==> config.mk <==
export PLATFORM = sky130hd
export DESIGN_NAME = y86_cc_unit
export DESIGN_NICKNAME = d
export VERILOG_FILES = /design/src/rtl/y86_alu_pkg.sv /design/src/rtl/y86_cond_eval.sv /design/src/rtl/y86_cc_unit.sv
export SDC_FILE = /design/constraint.sdc
export NUM_CORES = 1
export LEC_CHECK = 0
export ABC_CLOCK_PERIOD_IN_PS = 1300
export CORE_AREA = 2 2 80 82
export DETAILED_ROUTE_END_ITERATION = 10
export DIE_AREA = 0 0 82 84
export GPL_ROUTABILITY_DRIVEN = 0
export PLACE_DENSITY = 0.68
export SKIP_CTS_REPAIR_TIMING = 1
export SYNTH_ARGS = -nofsm -noshare
export SYNTH_HDL_FRONTEND = slang
export SYNTH_SLANG_ARGS = --single-unit
==> constraint.sdc <==
create_clock -name clk -period 1.3 [get_ports clk]
set_clock_uncertainty 0.15 [all_clocks]
set_input_delay 0.26 -clock clk [delete_from_list [all_inputs] [get_ports clk]]
set_output_delay 0.26 -clock clk [all_outputs]
set_load 0.005 [all_outputs]
==> src/rtl/y86_alu_pkg.sv <==
// y86_alu_pkg: shared Y86-64 ALU encodings and the condition-code flag type.
package y86_alu_pkg;
    localparam logic [3:0] C_ALWAYS = 4'd0;
    localparam logic [3:0] C_LE     = 4'd1;
    localparam logic [3:0] C_L      = 4'd2;
    localparam logic [3:0] C_E      = 4'd3;
    localparam logic [3:0] C_NE     = 4'd4;
    localparam logic [3:0] C_GE     = 4'd5;
    localparam logic [3:0] C_G      = 4'd6;
    localparam logic OP_ADD = 1'b0;
    localparam logic OP_SUB = 1'b1;
    typedef struct packed {
        logic zf;
        logic sf;
        logic of;
    } flags_t;
    localparam flags_t FLAGS_RST = 3'b100;
endpackage

==> src/rtl/y86_cond_eval.sv <==
// y86_cond_eval: combinational jXX/cmovXX condition decode against a flag set.
module y86_cond_eval
    import y86_alu_pkg::*;
(
    input  flags_t     flags,
    input  logic [3:0] ifun,
    output logic       cond,
    output logic       err
);
    logic lt;
    always_comb begin
        lt   = flags.sf ^ flags.of;
        cond = ifun == C_ALWAYS ? 1'b1 :
               ifun == C_LE     ? lt | flags.zf :
               ifun == C_L      ? lt :
               ifun == C_E      ? flags.zf :
               ifun == C_NE     ? !flags.zf :
               ifun == C_GE     ? !lt :
               ifun == C_G      ? !lt && !flags.zf : 1'b0;
        err  = ifun > C_G;
    end
endmodule

==> src/rtl/y86_cc_unit.sv <==
// y86_cc_unit: Y86-64 condition-code register with a registered one-cycle condition verdict.
// Define Y86_CC_FWD_EN to evaluate a same-cycle request against the freshly computed flags.
module y86_cc_unit
    import y86_alu_pkg::*;
#(
    parameter int WIDTH = 64
)
(
    input  logic             clk,
    input  logic             rst_n,
    input  logic [WIDTH-1:0] in1,
    input  logic [WIDTH-1:0] in2,
    input  logic             op,
    input  logic [WIDTH-1:0] result,
    input  logic             set_cc,
    input  logic             bubble,
    input  logic             stall,
    input  logic             cond_req,
    input  logic [3:0]       cond_ifun,
    output logic             zf,
    output logic             sf,
    output logic             of,
    output logic             cond_valid,
    output logic             cond_true,
    output logic             cond_err
);
    flags_t flags, flags_n, eval_flags;
    logic   msb1, msb2, msbr, load, req, cond, err;
    logic   unused_bits;
    // Only the sign bits of the operands matter for overflow detection.
    assign unused_bits = ^{in1[WIDTH-2:0], in2[WIDTH-2:0]};
    always_comb begin
        msb1       = in1[WIDTH-1];
        msb2       = in2[WIDTH-1];
        msbr       = result[WIDTH-1];
        flags_n.zf = result == '0;
        flags_n.sf = msbr;
        flags_n.of = (op == OP_SUB ? msb1 != msb2 : msb1 == msb2) && msbr != msb1;
    end
    assign load = set_cc && !bubble;
    assign req  = cond_req && !bubble;
`ifdef Y86_CC_FWD_EN
    assign eval_flags = load ? flags_n : flags;
`else
    assign eval_flags = flags;
`endif
    y86_cond_eval u_eval (
        .flags (eval_flags),
        .ifun  (cond_ifun),
        .cond  (cond),
        .err   (err)
    );
    assign zf = flags.zf;
    assign sf = flags.sf;
    assign of = flags.of;
    always_ff @(posedge clk or negedge rst_n) begin
        if (!rst_n) begin
            flags      <= FLAGS_RST;
            cond_valid <= 1'b0;
            cond_true  <= 1'b0;
            cond_err   <= 1'b0;
        end else if (!stall) begin
            if (load) flags <= flags_n;
            cond_valid <= req;
            cond_true  <= req && cond;
            cond_err   <= req && err;
        end
    end
endmodule

==> reports/metrics.yaml <==
clock_tree:
  tritoncts: "done"
  clk-insertion-delay-late_ns: 0.23
  htreeDepth: 1
  ctsRootBufferMaster: "sky130_fd_sc_hd__clkbuf_8"
  number_of_buffers_on_the_longest_clock_path: 2
  clock-sinks: 6
  cts-buffers-inserted: 3
  clock_transition_at_the_register_clock_pins_on_the_worst_setup_and_hold_paths_after_cts_ns: 0.04
logic_synthesis:
  synth.most_common_cell: "sky130_fd_sc_hd__nor4_1"
  mappedNetlistArea_um2: 494
  synth_ff_type: "sky130_fd_sc_hd__dfrtp_1"
  yosys.area.top_type_share_pct: 25.3
  synth.lib_cells_used.distinct: 26
  yosys_register_bits: 6
  number_of_enable_type_register_cells_in_the_synthesized_netlist: 0
  synth-async-reset-ratio_pct: 100
  post_synth_inst_count: 53
  synth.avg_cell_area_um2: 9.32
  fraction_of_the_yosys_area_taken_by_sequential_cells_pct: 30.6
  mappedNetlistNets: 256
  netlist_top_cells_area: "sky130_fd_sc_hd__dfrtp_1 25%, sky130_fd_sc_hd__nor4_1 15%, sky130_fd_sc_hd__nor4_2 13%, sky130_fd_sc_hd__dfstp_2 5.3%, sky130_fd_sc_hd__nand4_1 3.8%"
  yosysTopAreaCell: "sky130_fd_sc_hd__dfrtp_1"
  netlist_top_cells_count: "12 x sky130_fd_sc_hd__nor4_1, 5 x sky130_fd_sc_hd__dfrtp_1, 5 x sky130_fd_sc_hd__nor4_2"
  synth-warning-count: 0
worst_setup_path:
  regToRegSetupSlack_ns: -0.16
  crit-reg2reg-launch: "of"
  terminus_of_the_critical_flop_to_flop_path: "cond_true"
  critical_path.startpoint: "result[44]"
  worstSetupPathType: "primary input to flip-flop"
  crit_arrival_ns: 1.52
  worst_r2r_path_depth: 4
  worst-path-max-fanout: 1
  critPathLaunchType: "primary input"
  timing.critical_path.required_ns: 1.30
  cp-endpoint: "zf"
  cp-end-kind: "flip-flop"
drt:
  route.detailed.drc: 0
  drt_iter0_markers: 4
  route.vias.total: 843
  drt-vias-per-instance: 3.76
  postRouteWirelength_um: 2770
  post_drt_wl_per_cell_um: 12.4
  drt_pass1_iterations: 4
  ant_nets: 0
sta:
  maxSlewViolCount: 0
  final_critical_path_setup_slack_ns: -0.213
  fin_crit_ns: 1.51
  finalCritPeriodShare_pct: 116
  final-setup-viol-count: 2
  maxClockFrequency_mhz: 661
  relSlewSlack_pct: 78.1
  rsz0062_at_grt: "yes"
  worst-slew-pin-transition_ns: 0.326
  hold_viol_final: 0
finish:
  utilization_pct: 28.7
  syn2layout_area_growth_pct: 254
  ratio_of_cells_with_drive_above_1_in_the_final_layout_pct: 25.2
  n_antenna_cell: 0
  fin_nets: 351
die:
  die_y_um: 84
  core.rowCount: 29
  boundary_pin_count: 209
  starting_density_pct: 8.11
  die_width_um: 82
  fp.coreArea_mm2: 0.00610
  die_area_mm2: 0.00689
global_routing:
  first_global_vias: 854
  grt_first_pass_wirelength_um: 3480
  gr-total-overflow: 0
  grt_antenna_before_repair: 0
  grt_start_max_net_pins: 7
  grt_use_total_pct: 6.68
power:
  power.density_cell_area_mw_per_mm2: 524
  power_mw: 0.918
  power_leakage_nw: 1.11
  ir_worst_vdd_mv: 0.243
run_status:
  outcome: "finished with violations"
  violations_in_the_final_reports: "negative setup slack"
job:
  max_cap_violations: 0
placed_design:
  portBuffers: 82
worst_hold_path:
  min_path_type: "primary input to async pin"
-- cell families (layout without fill, tap and decap cells) --
group	Yosys count	after routing	synth area share, %
xor gates and xnor gates	2	2	3.54
AOI/OAI and AO/OA	9	9	14.7
buffers and inverters	2	96	1.52
and+or+nand+nor	33	33	47.3
DFF	6	6	30.6
muxes	1	1	2.28
-- report_power, final --
part	switching (mW)	internal (mW)
Combinational	0.127	0.268
Sequential	0.0176	0.206
Clock	0.0881	0.212
-- registers in the layout, summed over array words and instances (netlist names) --
register    flops
of              1
cond_true       1
cond_valid      1
sf              1
zf              1
cond_err        1
-- final cells by class --
class	count	area, µm²
Timing Repair Buffer	90	1020
Clock buffer	4	45.0
Multi-Input combinational cell	45	435
Fill cell	652	4340
Inverter	2	7.51
Tap cell	77	96.3
Sequential cell	6	151
-- critical path, stage by stage --
cell and delay [ns]:
sky130_fd_sc_hd__dlymetal6s2s_1 0.13, sky130_fd_sc_hd__nor4_2 0.27, sky130_fd_sc_hd__nand4_1 0.16, sky130_fd_sc_hd__or4_4 0.57, sky130_fd_sc_hd__o22ai_2 0.12
-- routing by layer --
| layer | track usage [%] | vias up | share of wire, % |
|---|---|---|---|
| met2 | 11.8 | 62 | 51 |
| met3 | 2.38 | 2 | 13 |
| met1 | 7.20 | 366 | 36 |
| met5 | 0 | - | 0 |
| li1 | - | 413 | - |
| met4 | 2.27 | 0 | 0.76 |
-- stage by stage --
step	hold WS (ns)	area, µm²	std cells	setup WS [ns]	TNS (ns)
2_1_floorplan	-0.186	523	53	-0.128	-0.194
3_3_place_gp	0.315	1490	219	-0.740	-1.90
3_5_place_dp	0.327	1490	219	-0.749	-2.05
4_1_cts	0.129	1540	223	-0.515	-2.27
5_1_grt	0.135	1750	224	-0.299	-0.558
6_report	0.123	1750	224	-0.213	-0.369
-- cell usage in the layout (no fill, tap or decap), types with 2 or more instances in the layout --
master                            count
sky130_fd_sc_hd__a31oi_1              2
sky130_fd_sc_hd__buf_4                8
sky130_fd_sc_hd__clkbuf_2             3
sky130_fd_sc_hd__clkbuf_8             3
sky130_fd_sc_hd__clkdlybuf4s50_1     19
sky130_fd_sc_hd__dfrtp_1              5
sky130_fd_sc_hd__dlymetal6s2s_1      60
sky130_fd_sc_hd__inv_1                2
sky130_fd_sc_hd__nand2_1              3
sky130_fd_sc_hd__nand4_1              3
sky130_fd_sc_hd__nor2_1               2
sky130_fd_sc_hd__nor4_1               3
sky130_fd_sc_hd__nor4_2              13
sky130_fd_sc_hd__xor2_2               2
-- worst min path at each step --
stage	end	cells after the start	slack, ns
floorplan	cond_err	0	-0.19
global placement	cond_err	2	0.32
finish	cond_valid	1	0.12
detailed placement	cond_valid	2	0.33
CTS	cond_valid	1	0.13
global route	cond_valid	1	0.13
No activity file was read; power rests on OpenSTA's default activity.
